--- config.mk ---
export PLATFORM = sky130hd
export DESIGN_NAME = fifo2_pop_arbiter
export DESIGN_NICKNAME = d
export VERILOG_FILES = /design/src/rtl/fifo2_arb_pkg.sv /design/src/rtl/fifo2_arb_burst_cnt.sv /design/src/rtl/fifo2_pop_arbiter.sv
export SDC_FILE = /design/constraint.sdc
export NUM_CORES = 1
export LEC_CHECK = 0
export ABC_CLOCK_PERIOD_IN_PS = 2000
export BUFFER_PORTS_ARGS = -buffer_cell sky130_fd_sc_hd__buf_2
export CAP_MARGIN = 20
export CORE_MARGIN = 3
export CORE_UTILIZATION = 38
export DETAILED_ROUTE_END_ITERATION = 16
export GPL_TIMING_DRIVEN = 0
export HOLD_SLACK_MARGIN = 0.06
export SLEW_MARGIN = 20
export SYNTH_ARGS = -nofsm -noshare
export SYNTH_HDL_FRONTEND = slang
export SYNTH_SLANG_ARGS = --single-unit
--- constraint.sdc ---
create_clock -name clk -period 2 [get_ports clk]
set_input_delay 0.4 -clock clk [delete_from_list [all_inputs] [get_ports clk]]
set_output_delay 0.4 -clock clk [all_outputs]
set_load 0.02 [all_outputs]
--- src/rtl/fifo2_arb_pkg.sv ---
// fifo2_arb_pkg: shared types and constants for the dual-FIFO pop arbiter.
//   arb_state_t   : arbiter FSM state (IDLE, SERVE0, SERVE1)
//   SRC_F0/SRC_F1 : source tags for FIFO 0 / FIFO 1
//   BURST_W       : width of the per-grant burst counter
package fifo2_arb_pkg;

  typedef enum logic [1:0] {
    IDLE   = 2'd0,
    SERVE0 = 2'd1,
    SERVE1 = 2'd2
  } arb_state_t;

  localparam logic SRC_F0 = 1'b0;
  localparam logic SRC_F1 = 1'b1;

  localparam int unsigned BURST_W = 4;

endpackage

--- src/rtl/fifo2_arb_burst_cnt.sv ---
// fifo2_arb_burst_cnt: per-grant burst counter for fifo2_pop_arbiter.
// Ports:
//   clk   in  : clock, rising edge
//   reset in  : synchronous, active-high
//   clr   in  : clear to zero (wins over inc)
//   inc   in  : increment by one
//   term  out : count has reached BURST_MAX-1
module fifo2_arb_burst_cnt
  import fifo2_arb_pkg::*;
#(
  parameter int unsigned BURST_MAX = 4
) (
  input  logic clk,
  input  logic reset,
  input  logic clr,
  input  logic inc,
  output logic term
);

  logic [BURST_W-1:0] count;

  always_ff @(posedge clk) begin
    if (reset) begin
      count <= '0;
    end else if (clr) begin
      count <= '0;
    end else if (inc) begin
      count <= count + BURST_W'(1);
    end
  end

  assign term = (count == BURST_W'(BURST_MAX - 1));

endmodule

--- src/rtl/fifo2_pop_arbiter.sv ---
// fifo2_pop_arbiter: read-side scheduler for the dual-FIFO stage. Chooses
// which FIFO to pop each cycle (round-robin with BURST_MAX-word bursts),
// never pops an empty FIFO, stalls on downstream almost-full, and merges the
// two FIFO outputs into one registered stream tagged with its source.
// Optional build macro: FIFO2_ARB_STRICT_PRIO_EN -- FIFO 0 gets strict
// priority, rr_last is ignored and BURST_MAX limits only FIFO 1.
// Ports:
//   clk, reset        in  : clock; synchronous active-high reset
//   active            in  : byte-sync lock, pops only while high
//   empty0, empty1    in  : FIFO empty flags
//   data0, data1      in  : FIFO read data, valid the cycle after a pop
//   almost_full_out   in  : downstream almost full, stalls popping
//   pop0, pop1        out : read strobes
//   data_out          out : merged word (holds while valid_out is low)
//   valid_out         out : data_out valid, two cycles after the pop
//   src_out           out : source of data_out (0 = FIFO 0, 1 = FIFO 1)
module fifo2_pop_arbiter
  import fifo2_arb_pkg::*;
#(
  parameter int unsigned DATA_W    = 8,
  parameter int unsigned BURST_MAX = 4
) (
  input  logic              clk,
  input  logic              reset,
  input  logic              active,
  input  logic              empty0,
  input  logic              empty1,
  input  logic [DATA_W-1:0] data0,
  input  logic [DATA_W-1:0] data1,
  input  logic              almost_full_out,
  output logic              pop0,
  output logic              pop1,
  output logic [DATA_W-1:0] data_out,
  output logic              valid_out,
  output logic              src_out
);

  arb_state_t state_q, state_d;
  logic       rr_last, rr_last_d;
  logic       reenter;
  logic       go;
  logic       cnt_clr;
  logic       burst_term;
  logic       pop_d;
  logic       src_d;

  // Reset also gates the strobes so nothing is popped while reset is held.
  assign go   = active & ~almost_full_out & ~reset;
  assign pop0 = (state_q == SERVE0) & ~empty0 & go;
  assign pop1 = (state_q == SERVE1) & ~empty1 & go;

  always_comb begin
    state_d   = state_q;
    rr_last_d = rr_last;
    reenter   = 1'b0;
    case (state_q)
      IDLE: begin
        if (active && !almost_full_out) begin
`ifdef FIFO2_ARB_STRICT_PRIO_EN
          if (!empty0)      state_d = SERVE0;
          else if (!empty1) state_d = SERVE1;
`else
          if (rr_last == SRC_F1) begin
            if (!empty0)      state_d = SERVE0;
            else if (!empty1) state_d = SERVE1;
          end else begin
            if (!empty1)      state_d = SERVE1;
            else if (!empty0) state_d = SERVE0;
          end
`endif
        end
      end
      SERVE0: begin
        if (!active) begin
          state_d = IDLE;
        end else if (!almost_full_out) begin
`ifdef FIFO2_ARB_STRICT_PRIO_EN
          if (empty0) state_d = empty1 ? IDLE : SERVE1;
`else
          if ((pop0 && burst_term) || empty0) begin
            rr_last_d = SRC_F0;
            if (!empty1)      state_d = SERVE1;
            else if (!empty0) reenter = 1'b1;
            else              state_d = IDLE;
          end
`endif
        end
      end
      SERVE1: begin
        if (!active) begin
          state_d = IDLE;
        end else if (!almost_full_out) begin
`ifdef FIFO2_ARB_STRICT_PRIO_EN
          // FIFO 0 refilling ends the grant after the current pop.
          if ((pop1 && burst_term) || empty1 || !empty0) begin
`else
          if ((pop1 && burst_term) || empty1) begin
`endif
            rr_last_d = SRC_F1;
            if (!empty0)      state_d = SERVE0;
            else if (!empty1) reenter = 1'b1;
            else              state_d = IDLE;
          end
        end
      end
      default: state_d = IDLE;
    endcase
  end

  always_ff @(posedge clk) begin
    if (reset) begin
      state_q <= IDLE;
      rr_last <= SRC_F1;
    end else begin
      state_q <= state_d;
      rr_last <= rr_last_d;
    end
  end

  // A re-entered grant restarts its burst without leaving the state.
  assign cnt_clr = (state_d != state_q) || reenter;

  fifo2_arb_burst_cnt #(
    .BURST_MAX(BURST_MAX)
  ) u_burst_cnt (
    .clk  (clk),
    .reset(reset),
    .clr  (cnt_clr),
    .inc  (pop0 | pop1),
    .term (burst_term)
  );

  // Two-stage output pipe: pop -> FIFO data -> registered merged word.
  always_ff @(posedge clk) begin
    if (reset) begin
      pop_d     <= 1'b0;
      src_d     <= SRC_F0;
      valid_out <= 1'b0;
      src_out   <= SRC_F0;
      data_out  <= '0;
    end else begin
      pop_d <= pop0 | pop1;
      if (pop0 | pop1) src_d <= pop1 ? SRC_F1 : SRC_F0;
      valid_out <= pop_d;
      src_out   <= src_d;
      if (pop_d) data_out <= (src_d == SRC_F1) ? data1 : data0;
    end
  end

endmodule

; ---- Yosys cells after proc, flatten, opt, wreduce, memory -nomap -nowiden
; Cells that the tools add are included.
[totals]
inputBits = 22
reg_bits = 19
[op_classes]
n_bitwise = 11
addsub = 1
reduce_logical = 11
n_mux = 37
n_eq_ne = 10
[op_table]
columns = operator, n
row1 = $mux 2, 16
row2 = $mux 1, 17
row3 = $mux 8, 1
row4 = $ne 2x2->1 const B, 4
row5 = $reduce_and 7->1, 1
row6 = $and 1x1->1, 6
row7 = $pmux 2 s3, 1
row8 = $add 4x1->4 const B, 1
row9 = $eq 4x2->1 const B, 1
row10 = $ne 2x1->1 const B, 2
row11 = $not 1->1, 4
row12 = $pmux 1 s2, 2
row13 = $logic_and 1x1->1, 3
row14 = $logic_or 1x1->1, 3
row15 = $eq 2x1->1 const B, 1
row16 = $eq 2x2->1 const B, 1
row17 = $logic_not 2->1, 1
row18 = $ne 2x2->1, 1
row19 = $reduce_bool 2->1, 1
row20 = $reduce_or 2->1, 1
row21 = $logic_not 1->1, 1
row22 = $or 1x1->1, 1

; ---- Depth between registers and ports, before layout
[logic_depth]
depth_word = 13
depth_mapped = 8
ltp_nobuf = 7

; ---- Modules after synthesis
; A second synthesis with hierarchy kept.
[hier_totals]
cells_unflattened = 118
area_unflattened_um2 = 1034.7
[modules_own_cells]
columns = mod, cells_each, area_per_inst_um2, seq_area_each_um2, instances
row1 = fifo2_pop_arbiter, 100, 849.6, 300.3, 1
row2 = fifo2_arb_burst_cnt, 18, 185.2, 80.1, 1

; ---- Worst setup path before layout
; OpenSTA, ideal clock, no wires.
[synth_timing]
path_type = reg2out
start = register state_q[0]
end = output port pop1
required_ps = 1600
arrival_ps = 1494
path_slack_ps = 106
stages_incl_launch_ff = 6
cell_sequence = dfxtp_1 > inv_1 > ha_1 > clkbuf_1 > nand2_1 > nor3_1
[synth_via]
elab_chain_cells = 3
[synth_lines]
columns = item, line
row1 = "start, declared", fifo2_pop_arbiter.sv:38  ; arb_state_t state_q, state_d;
row2 = "start signal, assigned", fifo2_pop_arbiter.sv:115  ; state_q <= state_d;
row3 = $eq 2x2->1, fifo2_pop_arbiter.sv:50  ; assign pop1 = (state_q == SERVE1) & ~empty1 & go;
row4 = $and 1x1->1 (2 in series), fifo2_pop_arbiter.sv:50
row5 = "end, declared", fifo2_pop_arbiter.sv:32  ; output logic pop1,
; No other way between the ends.

; ---- Final worst setup path
[layout_timing]
start = register state_q[1]
end = register state_q[0]
[layout_via]
elab_chain_cells = 9
word_cells_on_any_way = 18
[layout_lines]
columns = item, line
row1 = $eq 2x2->1 / $eq 2x1->1 (equally long branches), "fifo2_pop_arbiter.sv:50, fifo2_pop_arbiter.sv:56, fifo2_pop_arbiter.sv:49"
row2 = $and 1x1->1 (on tied branches) (2 in series), "fifo2_pop_arbiter.sv:50, fifo2_pop_arbiter.sv:49"
row3 = $logic_and 1x1->1 (on tied branches), "fifo2_pop_arbiter.sv:97, fifo2_pop_arbiter.sv:80"
row4 = $logic_or 1x1->1 (on tied branches), "fifo2_pop_arbiter.sv:97, fifo2_pop_arbiter.sv:80"
row5 = $mux 2 (on tied branches), "fifo2_pop_arbiter.sv:97, fifo2_pop_arbiter.sv:80"
row6 = $mux 2 (on tied branches), "fifo2_pop_arbiter.sv:92, fifo2_pop_arbiter.sv:76"
row7 = $mux 2 (on tied branches), "fifo2_pop_arbiter.sv:90, fifo2_pop_arbiter.sv:74"
row8 = $pmux 2 s3 (*), fifo2_pop_arbiter.sv:56  ; case (state_q)
; Every way passes the cells marked *; elsewhere a longest branch is shown, timed or not.
; A chain may end at the register's enable or synchronous reset.

==> flow_metrics.env <==
export IMPL_status="completed"
export IMPL_io_buffer_count=33
export IMPL_cts_htree_levels=1
export IMPL_vias=1188
export IMPL_rsz0062_at_grt="yes"
export IMPL_antenna_found_initial=0
export IMPL_ios=34
export IMPL_die_y_microns=62.2
export IMPL_async_flop_share_pct=0
export IMPL_cts_root_buffer="clkbuf_4"
export IMPL_netlist_area_sq_um=1200
export IMPL_area_delta_synth_final_pct=27.0
export IMPL_setup_viol=0
export IMPL_insertion_delay_ns=0.30
export IMPL_clock_path_buffers=2
export IMPL_drcViolationCount=0
export IMPL_synth_top_area_cell="dfxtp_1"
export IMPL_fillerInstances=299
export IMPL_routed_via_density=5.42
export IMPL_die_area_sq_um=3870
export IMPL_crit_path_max_fanout=6
export IMPL_clkSlewWorstSetupHoldPaths_ns=0.11
export IMPL_p_leak_nw=0.596
export IMPL_final_common_cell="buf_2"
export IMPL_hp_class="in2reg"
export IMPL_wire_per_inst_microns=13.7
export IMPL_num_antenna_cells=0
export IMPL_finalHoldViolCount=0
export IMPL_grt_max_degree=12
export IMPL_start_util_pct=41.7
export IMPL_place_ws_ns=-0.210
export IMPL_grt_overflow=0
export IMPL_start_kind="flop"
export IMPL_grt_pass1_vias=1147
export IMPL_setup_ws_ns=0.0629
export IMPL_ant_nets=0
export IMPL_dpl_hpwl_microns=2260
export IMPL_cts_tree="done"
export IMPL_drt_iter0_drc=40
export IMPL_firstDrtPassIters=4
export IMPL_synth_cells=139
export IMPL_num_rows=19
export IMPL_gp_congestion=0.891
export IMPL_final_cell_mix="buf_2 (36), dfxtp_1 (17), nor2_1 (15), a211oi_1 (10), mux2i_1 (9)"
export IMPL_nets=205
export IMPL_cts_buffers=3
export IMPL_drv_slew=0
export IMPL_ir_drop_v=0.000292
export IMPL_synthTopCellsByArea="dfxtp_1 (32%), mux2i_1 (7.5%), a211oi_1 (6.3%), ha_1 (5.2%), nor2_1 (4.7%)"
export IMPL_ys_seq_elements=19
export IMPL_synth_ff_type="dfxtp_1"
export IMPL_post_route_min_period_ns=1.94
export IMPL_synth_seq_area_share_pct=31.7
export IMPL_worst_slew_pin_slew_ns=0.610
export IMPL_worstSetupPathType="reg2reg"
export IMPL_required_ns=2.21
export IMPL_design_core_area_sq_um=2880
export IMPL_syn_nets=166
export IMPL_drive_gt1_share_pct=33.9
export IMPL_synth_top_area_share_pct=31.7
export IMPL_endpoint_kind="flop"
export IMPL_syn_mean_instance_area_sq_um=8.63
export IMPL_wl_microns=3010
export IMPL_ys_types=44
export IMPL_clock_sinks=19
export IMPL_synth_edf_count=0
export IMPL_finalClockSkew_ns=0.0108
export IMPL_relSlewSlack_pct=59.4
export IMPL_synth_warnings=0
export IMPL_grt_pass1_wl_microns=5150
export IMPL_grt_usage_pct=15.9
export IMPL_fin_crit_sh_pct=96.9
export IMPL_cp_arrival_ns=2.15
export IMPL_fmax_mhz=516
export IMPL_power_density_nw_per_um2=476
export IMPL_utilization_pct=53.0
export IMPL_die_width_microns=62.2
export IMPL_max_cap_violations=0
repair_timing:
action	CTS	global route
buffers inserted	0	2
resized for setup	12	5
hold buffers	0	0
gates cloned	0	0
endpoints found under the setup margin	7	6
flip-flops by register name, indices dropped and copies added (netlist names):
name / flops
pop_d: 1
src_d: 1
u_burst_cnt.count: 4
state_q: 2
valid_out: 1
rr_last: 1
data_out: 8
src_out: 1
worst paths after layout:
path,startpoint,end,slack (ns),depth (start not counted)
setup / recovery,state_q[1],state_q[0],0.06,8
hold / removal,reset,valid_out,0.38,2
setup reg to reg,state_q[1],state_q[0],0.06,8
hold reg to reg,data_out[0],data_out[0],0.49,2
through the flow:
stage               power [W]  cell area [sq um]  instances  setup TNS (ns)  hold slack, ns
finish               0.000726               1520        219               0           0.383
CTS                  0.000722               1480        217               0           0.367
global placement     0.000522               1420        214          -0.506           0.470
detailed placement   0.000524               1420        214          -0.919           0.483
floorplan            0.000477               1200        139               0           0.472
global route         0.000770               1520        219        -0.00729           0.371
where the power goes:
part	total (W)	switching [W]	internal, W	leakage [nW]
clock network	0.000194	0.000120	0.0000746	0.0177
logic	0.000140	0.0000797	0.0000599	0.424
registers	0.000392	0.00000788	0.000384	0.155
critical path, cell delays in order (launching register included):
cell and delay [ns]:
dfxtp_4 0.42, inv_4 0.06, ha_4 0.17, nor3b_4 0.15, buf_4 0.15, nand4_1 0.14, nor4b_2 0.31, o21ai_0 0.16
a211oi_1 0.28
cells in the mapped netlist, types with 2 or more instances:
master,count
dfxtp_1,19
nor2_1,15
a211oi_1,10
mux2i_1,9
inv_1,8
clkbuf_1,6
ha_1,5
nor2b_1,5
nor3_1,5
a21oi_1,4
nand3_1,4
nor3b_1,4
o211ai_1,4
o21ai_0,4
buf_2,3
nand2_1,3
nand2b_1,3
xnor2_1,2
cell families (layout without fill, tap and decap cells):
logic type                 Yosys count  count (layout)  synth area share, %
DFF                                 19              19                 31.7
adders and majority gates            5               5                 5.21
buffers and inverters               17              55                 5.63
AOI/OAI and AO/OA                   36              36                 23.3
muxes                                9               9                 7.51
xor gates and xnor gates             3               3                 2.19
and+or+nand+nor                     50              50                 24.5
final cells by class:
class / instances / area (sq um) / area share [%]
tap: 42 / 52.6 / 3.45
clock buffer: 3 / 22.5 / 1.48
multi-input combinational: 103 / 815 / 53.4
clock inverter: 1 / 5.00 / 0.328
buffer: 8 / 33.8 / 2.22
sequential: 19 / 385 / 25.3
timing repair buffer: 35 / 178 / 11.7
inverter: 8 / 32.5 / 2.13
routing by layer:
metal / global-route usage, % / share of wire, %
met5: 0 / 0
met4: 4.97 / 0.90
met3: 3.60 / 5.2
met2: 26.9 / 49
met1: 20.0 / 45
Power figures use the tool's default switching activity.
